==> src/rtl/thrd_cmd_issue.sv <==
// thrd_cmd_issue: queues thread commands, checks them against a spawn-parent table and issues kill/sleep/wake strobes.
module thrd_cmd_issue #(
    parameter int DEPTH = 4
) (
    input  logic                   clk,
    input  logic                   rst,
    input  logic                   cmd_valid_i,
    output logic                   cmd_ready_o,
    input  logic [1:0]             cmd_op_i,
    input  logic [2:0]             cmd_src_i,
    input  logic [2:0]             cmd_dst_i,
    input  logic                   spawn_vld_i,
    input  logic [2:0]             spawn_parent_i,
    input  logic [2:0]             spawn_child_i,
    input  logic [7:0]             valid_thrd_i,
    input  logic [7:0]             run_thrd_i,
    input  logic                   stall_i,
    output logic                   kill_o,
    output logic                   slp_o,
    output logic                   wake_o,
    output logic [2:0]             act_thrd_o,
    output logic [2:0]             obj_thrd_o,
    output logic                   cmd_err_o,
    output logic [1:0]             err_code_o,
    output logic [$clog2(DEPTH):0] fifo_cnt_o
);
    localparam int AW = $clog2(DEPTH);
    localparam logic [1:0] IDLE = 2'd0, CHECK = 2'd1, ISSUE = 2'd2;
    localparam logic [1:0] OP_KILL = 2'd0, OP_SLP = 2'd1, OP_WAKE = 2'd2, OP_RSV = 2'd3;

    logic [7:0]    mem_q [DEPTH];
    logic [AW-1:0] wr_q, rd_q;
    logic [AW:0]   cnt_q, cnt_d;
    logic [1:0]    state_q, state_d;
    logic [1:0]    op_q;
    logic [2:0]    src_q, dst_q;
    logic [2:0]    par_q [8];
    logic [7:0]    pv_q;
    logic          err_q;
    logic [1:0]    code_q;
    logic          push, pop, perm, noop, issuing, kill_done;
    logic [1:0]    rej;

    assign cmd_ready_o = cnt_q != (AW+1)'(DEPTH);
    assign push        = cmd_valid_i && cmd_ready_o;
    assign pop         = state_q == IDLE && cnt_q != '0;
    assign cnt_d       = cnt_q + (AW+1)'(push) - (AW+1)'(pop);
    // a thread may never wake itself: it cannot be running the command if it is asleep
    assign perm        = !(op_q == OP_WAKE && dst_q == src_q) &&
                         (dst_q == src_q || (pv_q[dst_q] && par_q[dst_q] == src_q));
    assign rej         = op_q == OP_RSV ? 2'b11 : !valid_thrd_i[dst_q] ? 2'b10 : !perm ? 2'b01 : 2'b00;
    assign noop        = (op_q == OP_SLP && !run_thrd_i[dst_q]) || (op_q == OP_WAKE && run_thrd_i[dst_q]);
    assign issuing     = state_q == ISSUE;
    assign kill_done   = issuing && !stall_i && op_q == OP_KILL;

    always_comb begin
        state_d = state_q == IDLE  ? (pop ? CHECK : IDLE) :
                  state_q == CHECK ? ((rej != 2'b00 || noop) ? IDLE : ISSUE) :
                  (stall_i ? ISSUE : IDLE);
    end

    assign kill_o     = issuing && op_q == OP_KILL;
    assign slp_o      = issuing && op_q == OP_SLP;
    assign wake_o     = issuing && op_q == OP_WAKE;
    assign act_thrd_o = issuing ? src_q : 3'd0;
    assign obj_thrd_o = issuing ? dst_q : 3'd0;
    assign cmd_err_o  = err_q;
    assign err_code_o = code_q;
    assign fifo_cnt_o = cnt_q;

    always_ff @(posedge clk) begin
        if (rst) begin
            state_q <= IDLE;
            wr_q    <= '0;
            rd_q    <= '0;
            cnt_q   <= '0;
            op_q    <= 2'd0;
            src_q   <= 3'd0;
            dst_q   <= 3'd0;
            pv_q    <= '0;
            err_q   <= 1'b0;
            code_q  <= 2'b00;
        end else begin
            state_q <= state_d;
            cnt_q   <= cnt_d;
            err_q   <= state_q == CHECK && rej != 2'b00;
            code_q  <= state_q == CHECK ? rej : 2'b00;
            if (push) wr_q <= wr_q + AW'(1);
            if (pop) begin
                {op_q, src_q, dst_q} <= mem_q[rd_q];
                rd_q                 <= rd_q + AW'(1);
            end
            // spawn is written last so it overrides an orphaning kill on the same entry
            for (int i = 0; i < 8; i++) begin
                if (kill_done && (dst_q == 3'(i) || par_q[i] == dst_q)) pv_q[i] <= 1'b0;
                if (spawn_vld_i && spawn_child_i == 3'(i)) pv_q[i] <= 1'b1;
            end
        end
    end

    always_ff @(posedge clk) begin
        if (!rst && push) mem_q[wr_q] <= {cmd_op_i, cmd_src_i, cmd_dst_i};
        if (!rst && spawn_vld_i) par_q[spawn_child_i] <= spawn_parent_i;
    end
endmodule

==> config.mk <==
export PLATFORM = sky130hd
export DESIGN_NAME = thrd_cmd_issue
export DESIGN_NICKNAME = d
export VERILOG_FILES = /design/src/rtl/thrd_cmd_issue.sv
export SDC_FILE = /design/constraint.sdc
export NUM_CORES = 1
export LEC_CHECK = 0
export ABC_AREA = 1
export ABC_CLOCK_PERIOD_IN_PS = 5700
export CAP_MARGIN = 5
export CORE_UTILIZATION = 60
export DETAILED_ROUTE_END_ITERATION = 6
export GPL_TIMING_DRIVEN = 0
export PLACE_DENSITY = 0.95
export SKIP_CTS_REPAIR_TIMING = 1
export SLEW_MARGIN = 0
export SYNTH_ARGS = -nofsm -noshare
export SYNTH_HDL_FRONTEND = slang
export SYNTH_SLANG_ARGS = --single-unit
export TNS_END_PERCENT = 10
==> constraint.sdc <==
create_clock -name clk -period 5.7 [get_ports clk]
set_input_delay 0.855 -clock clk [delete_from_list [all_inputs] [get_ports clk]]
set_output_delay 0.855 -clock clk [all_outputs]
set_load 0.02 [all_outputs]
==> results.ini, run 1 <==
[die]
die_h_um=85.1
die_w_um=85.1
initial_core_util_pct=63.8
fp.dieArea_sq_um=7250
core-area_sq_um=6490
rows=29
ios=51

[setup_path]
critPathMaxFanout=10
critPathCaptureType=output pin
reg2reg_setup_slack_ns=2.87
timing.rr.end=fifo_cnt_o[2]
crit_type=register to output pin
slowest_stage=clkdlybuf4s50_1
cpPeakStageDelay_ns=0.64
reg2reg_from=fifo_cnt_o[1]
r2r_cells=11
required_ns=4.85
worstPathCellList=inv_1, buf_2, nor2_1, clkdlybuf4s50_1
cp.arrival_ns=1.98
critPathLaunchType=register

[power]
power_switching_share_pct=39.2
pwr-share-comb_pct=41.2
p_sw_mw=0.840
pwr-share-clk_pct=22.8
internal_power_mw=1.30
p_per_area_nw_per_um2=431
vdd_drop_max_mv=0.238
leakagePower_nw=1.97
seq_power_share_pct=36.0

[finish]
register_area_sq_um=2240
nets=560
diodes=0
n_fill_cell=409
syn2layout_area_growth_pct=20.0
fin_util_pct=76.6
multi_input_area_sq_um=1600
layout-drive-gt1-share_pct=8.80

[placed_design]
dp_hpwl_um=7160
routabilityCongestion=0.910
port_buffers=50

[sta]
fin_crit_sh_pct=49.7
tns_ns=0
finalClockSkew_ns=0.0116
final_hold_viol_count=0
setup_viol=0
rsz0062_at_grt=false
finalCriticalPeriod_ns=2.83
slew_headroom_pct=36.4
fmax_ghz=0.353
tightestPinTransition_ns=0.946
maxSlewViolCount=0

[synth]
synth-seq-cells=84
syn_area_sq_um=4150
synth_edf_count=56
synth_ff_type=edfxtp_1
ys_seq_area_share_pct=54.1
yosysWarnings=0
synth.top_cell.area_share_pct=40.6
synth.net_count=499
ys_types=35
postSynth.asyncResetShare_pct=0
syn-instance-count=457
avgSynthCellArea_sq_um=9.07
synth_area_leaders=edfxtp_1, dfxtp_1, nand2_1
yosys.area.top_type=edfxtp_1

[hold_path]
worstHoldEndpoint=pv_q[0]
hold_path_depth=1
holdCritPathClass=register to register
holdCritStartpoint=pv_q[0]

[routing]
route.detailed.drc=0
drtPass1Iterations=6
wl_um=10300
drtIter0Drc=383
drtAntennaViolNets=0
routed_via_density=5.83
wl_per_cell_um=17.1
vias=3496

[status]
status=complete, no violations

[global_route]
grt_max_degree=16
grt_usage_pct=30.8
first_global_vias=3562
grt_pass1_wl_um=16700
antenna_found_initial=0
gr-total-overflow=0

[cts]
clock-sinks=84
cts_buffers=9
clock_latency_ns=0.36
h-tree-depth=3
clkTransAtPathRegs_ns=0.08
cts_tree=yes
cts-root-buf=clkbuf_8
cts.path.max_buffers=2

[run]
maxCapViolCount=0

-- worst max-delay path, delay by kind of cell (launching register included) --
kind	cells	cell delay (ns)
buffers and inverters	3	1.03
AND/OR/NAND/NOR	1	0.15
flip-flops	1	0.43
-- synth_stat cells (all sizes together) (9+ instances only) --
| master | instances |
|---|---|
| buf | 9 |
| a21oi | 9 |
| dfxtp | 28 |
| edfxtp | 56 |
| clkbuf | 9 |
| xor2 | 16 |
| inv | 45 |
| nand2 | 106 |
| nand3 | 18 |
| nor2 | 75 |
| o21ai | 37 |
-- state kept, by name, indices dropped and copies added (netlist names) --
name,flops
par_q,24
wr_q,2
rd_q,2
cmd_err_o,1
err_code_o,2
dst_q,3
mem_q,32
state_q,2
fifo_cnt_o,3
src_q,3
pv_q,8
op_q,2
-- cell type report --
cell class | instances | area share (%)
Buffer | 18 | 2.59
Clock buffer | 10 | 2.77
Clock inverter | 6 | 1.91
Inverter | 46 | 3.47
Multi-Input combinational cell | 309 | 32.2
Sequential cell | 84 | 45.1
Tap cell | 77 | 1.94
Timing Repair Buffer | 50 | 10.1
-- power by group through the flow --
stage / clock (mW) / combinational (mW) / sequential, mW
finish: 0.488 / 0.884 / 0.770
global route: 0.508 / 0.969 / 0.775
CTS: 0.485 / 0.871 / 0.768
detailed placement: 0 / 0.854 / 0.780
global placement: 0 / 0.818 / 0.775
floorplan: 0 / 0.599 / 0.781
-- cells in the final DEF (no fill, tap or decap), types with 2 or more instances in the layout --
cell type        netlist  final
nand3_2                4      4
buf_6                  4      4
ha_1                   6      6
inv_6                  0      2
clkdlybuf4s50_1        0     50
o21ai_0               37     37
o22ai_1                4      4
nor2_1                73     73
clkinv_4               0      2
buf_2                  3      3
nand4_1                2      2
a21oi_1                8      8
bufinv_16              0      2
o32ai_1                8      8
dfxtp_1               28     28
clkbuf_1               9      9
a31oi_1                8      8
xor2_1                16     16
edfxtp_1              56     56
nand2_1              104    104
xnor2_1                4      4
a31o_2                 8      8
nand2_2                2      2
nor3_1                 2      2
inv_1                 43     43
nand3_1               14     14
inv_2                  2      2
clkbuf_8               0     10
-- routing by layer --
layer,track usage [%],wire [um],vias to the layer above
met1,35.4,3830,1603
met4,19.9,507,0
li1,-,-,1652
met5,0,0,-
met2,52.9,5130,189
met3,5.84,788,52
-- how the worst max path moves through the flow --
stage | from | endpoint | slack [ns]
6_report | dst_q[2] | obj_thrd_o[2] | 2.87
5_1_grt | fifo_cnt_o[1] | fifo_cnt_o[2] | 2.69
4_1_cts | dst_q[2] | obj_thrd_o[2] | 2.88
3_5_place_dp | rst | mem_q[1][3] | 2.92
3_3_place_gp | rst | mem_q[0][3] | 2.96
2_1_floorplan | fifo_cnt_o[1] | fifo_cnt_o[2] | 3.42
-- per-stage QoR --
| step | setup WS (ns) | hold slack, ns | area, sq um | total power, mW | std cells |
|---|---|---|---|---|---|
| 3_3_place_gp | 2.96 | 0.474 | 4740 | 1.59 | 584 |
| 5_1_grt | 2.69 | 0.518 | 4970 | 2.25 | 600 |
| 4_1_cts | 2.88 | 0.499 | 4970 | 2.12 | 600 |
| 6_report | 2.87 | 0.505 | 4970 | 2.14 | 600 |
| 2_1_floorplan | 3.42 | 0.468 | 4150 | 1.38 | 457 |
| 3_5_place_dp | 2.92 | 0.480 | 4740 | 1.63 | 584 |
-- cells by family (layout without fill, tap and decap cells) --
kind of cell	after synthesis	count (layout)	synth area share, %
AOI/OAI and AO/OA	77	77	11.5
xor gates and xnor gates	20	20	4.23
adders and majority gates	7	7	2.29
buffers and inverters	64	130	7.27
DFF	84	84	54.1
and+or+nand+nor	205	205	20.6
No activity file was read; power rests on OpenSTA's default activity.
==> inputs of run 2 (changes only) <==
- ABC_CLOCK_PERIOD_IN_PS: 5700 -> 2750
- CORE_UTILIZATION: 60 -> 56
- PLACE_DENSITY: 0.95 -> 0.91
- clock period: 5.7 -> 2.75 ns (I/O delays scaled with it)
==> run 2 against run 1 <==
Utilization is 5.2 points lower. Worst setup slack worse by 2.6 ns. Sequential share of layout area is 0.091 points lower. Die area is 7.0% higher. Largest power group unchanged. Critical path depth is 7 higher. Clock power is 93% higher. Flip-flop and latch count stayed put.
==> results.ini, run 2 (synthesis results as in run 1) <==
[cts]
cts_buffers=9  ; unchanged
cts_tree=yes  ; unchanged
cts-root-buf=clkbuf_8  ; unchanged
h-tree-depth=3  ; unchanged
clkTransAtPathRegs_ns=0.08  ; about the same
clock-sinks=84  ; unchanged
cts.path.max_buffers=2  ; unchanged
clock_latency_ns=0.36  ; about the same

[setup_path]
cp.arrival_ns=2.78  ; was 1.98 ns
slowest_stage=dfxtp_1  ; was clkdlybuf4s50_1
critPathMaxFanout=10  ; unchanged
crit_buf_inv=5  ; was 3
cp_top_family=adder cells  ; was buffers and inverters
cp_common_cell=inv_1
worstPathCellList=o31ai_2, inv_1, clkbuf_1, ha_1, inv_1, ha_1, inv_1, fa_1, inv_1, o21ai_0, a21oi_1  ; was inv_1, buf_2, nor2_1, clkdlybuf4s50_1
reg2reg_setup_slack_ns=0.26  ; was 2.87 ns
critPathLaunchType=register  ; unchanged
cpPeakStageDelay_ns=0.38  ; was 0.64 ns
critPathCaptureType=register  ; was output pin
crit_type=register to register  ; was register to output pin
required_ns=3.05  ; was 4.85 ns

[routing]
route.detailed.drc=0  ; unchanged
routed_via_density=5.69  ; was 5.83
drtPass1Iterations=5  ; was 6
drtAntennaViolNets=0  ; unchanged
drtIter0Drc=309  ; was 383
wl_um=10200  ; was 10300 um
vias=3521  ; was 3496
wl_per_cell_um=16.4  ; was 17.1 um

[finish]
top_register=mem_q  ; unchanged
register_area_sq_um=2240  ; unchanged
diodes=0  ; unchanged
fin_cells=619  ; was 600
largest_register_ffs=32  ; unchanged
largestRegisters=mem_q (32), par_q (24), pv_q (8)  ; unchanged
multi_input_area_sq_um=1610  ; was 1600 sq um
nets=560  ; unchanged
syn2layout_area_growth_pct=20.3  ; was 20.0%
final_cell_mix=nand2_1, nor2_1, edfxtp_1  ; unchanged
layout-drive-gt1-share_pct=8.60  ; was 8.80%
n_fill_cell=521  ; was 409
final_common_cell=nand2_1  ; unchanged

[global_route]
antenna_found_initial=0  ; unchanged
top_usage_layer=met2  ; unchanged
gr-total-overflow=0  ; unchanged
first_global_vias=3561  ; was 3562
met3_usage_pct=5.66  ; was 5.84%
use_met1_pct=33.1  ; was 35.4%
grt_max_degree=15  ; was 16
grt_usage_pct=28.8  ; was 30.8%
grt_pass1_wl_um=16500  ; was 16700 um
grt_use_met2_pct=50.0  ; was 52.9%

[die]
initial_core_util_pct=59.4  ; was 63.8%
ios=51  ; unchanged
die_w_um=88.0  ; was 85.1 um
rows=30  ; was 29
fp.dieArea_sq_um=7750  ; was 7250 sq um
die_h_um=88.0  ; was 85.1 um
core-area_sq_um=6980  ; was 6490 sq um

[sta]
tightestPinTransition_ns=0.930  ; was 0.946 ns
rsz0062_at_grt=false  ; unchanged
fin_ws_ns=0.263  ; was 2.87 ns
final_hold_viol_count=0  ; unchanged
fin_crit_sh_pct=90.5
fmax_ghz=0.402
slew_headroom_pct=37.5  ; was 36.4%
setup_viol=0  ; unchanged
tns_ns=0  ; unchanged
finalCriticalPeriod_ns=2.49
whs_ns=0.510  ; was 0.505 ns
finalClockSkew_ns=0.0145  ; was 0.0116 ns
maxSlewViolCount=0  ; unchanged

[power]
pwr-share-clk_pct=21.6  ; was 22.8%
leakagePower_nw=1.96  ; was 1.97 nW
seq_power_share_pct=36.5  ; was 36.0%
pwr-share-comb_pct=41.9  ; was 41.2%
p_sw_mw=1.69  ; was 0.840 mW
vdd_drop_max_mv=0.673  ; was 0.238 mV
p_per_area_nw_per_um2=875  ; was 431 nW/um^2
power_switching_share_pct=38.8  ; was 39.2%
internal_power_mw=2.67  ; was 1.30 mW
p_total_mw=4.36  ; was 2.14 mW

[placed_design]
dp_hpwl_um=7240  ; was 7160 um
routabilityCongestion=0.915  ; was 0.910
port_buffers=50  ; unchanged
pre_cts_ws_ns=0.163  ; was 2.92 ns
place_inst=603  ; was 584

[hold_path]
holdCritPathClass=register to register  ; unchanged

[run]
maxCapViolCount=0  ; unchanged

[status]
status=complete, no violations  ; unchanged

## run 2: cell types whose count changed in the layout (fill, tap and decap cells not counted)
cell | previous run | this run
clkinv_4 | 2 | 1
clkbuf_1 | 9 | 10
o31ai_2 | 0 | 1
clkinv_2 | 0 | 1
o31ai_1 | 1 | 0
clkinv_1 | 1 | 2
inv_6 | 2 | 1
clkbuf_8 | 10 | 9
## run 2: area by class of cell
type | count | area share [%]
buffer | 18 | 2.59
clock buffer | 10 | 2.56
clock inverter | 6 | 1.73
inverter | 46 | 3.46
multi-input combinational | 309 | 32.2
sequential | 84 | 45.0
tap | 96 | 2.41
timing repair buffer | 50 | 10.0
## run 2: path summary, 6_finish.rpt
path | start | endpoint | depth (start not counted)
max | fifo_cnt_o[1] | fifo_cnt_o[2] | 11
min | pv_q[7] | pv_q[7] | 1
max reg2reg | fifo_cnt_o[1] | fifo_cnt_o[2] | 11
min reg2reg | pv_q[7] | pv_q[7] | 1
## run 2: metal layers
layer  wire length, um  vias to the layer above
met4               402                        0
met2              5060                      185
met5                 0                        -
met3               749                       37
li1                  -                     1652
met1              3940                     1647
## run 2: power groups by stage
| stage | clock [mW] | combinational (mW) | sequential [mW] |
|---|---|---|---|
| after floorplan | 0 | 1.24 | 1.62 |
| after global placement | 0 | 1.70 | 1.60 |
| after detailed placement | 0 | 1.77 | 1.61 |
| after CTS | 0.947 | 1.79 | 1.59 |
| after global routing | 0.994 | 2.02 | 1.61 |
| final | 0.944 | 1.83 | 1.59 |
## run 2: through the flow
step                      utilization [%]  instance area (sq um)
after floorplan                         -                   4150
after global placement               68.3                   4770
after detailed placement             68.3                   4770
after CTS                            71.3                   4980
after global routing                 71.4                   4980
final                                71.4                   4980
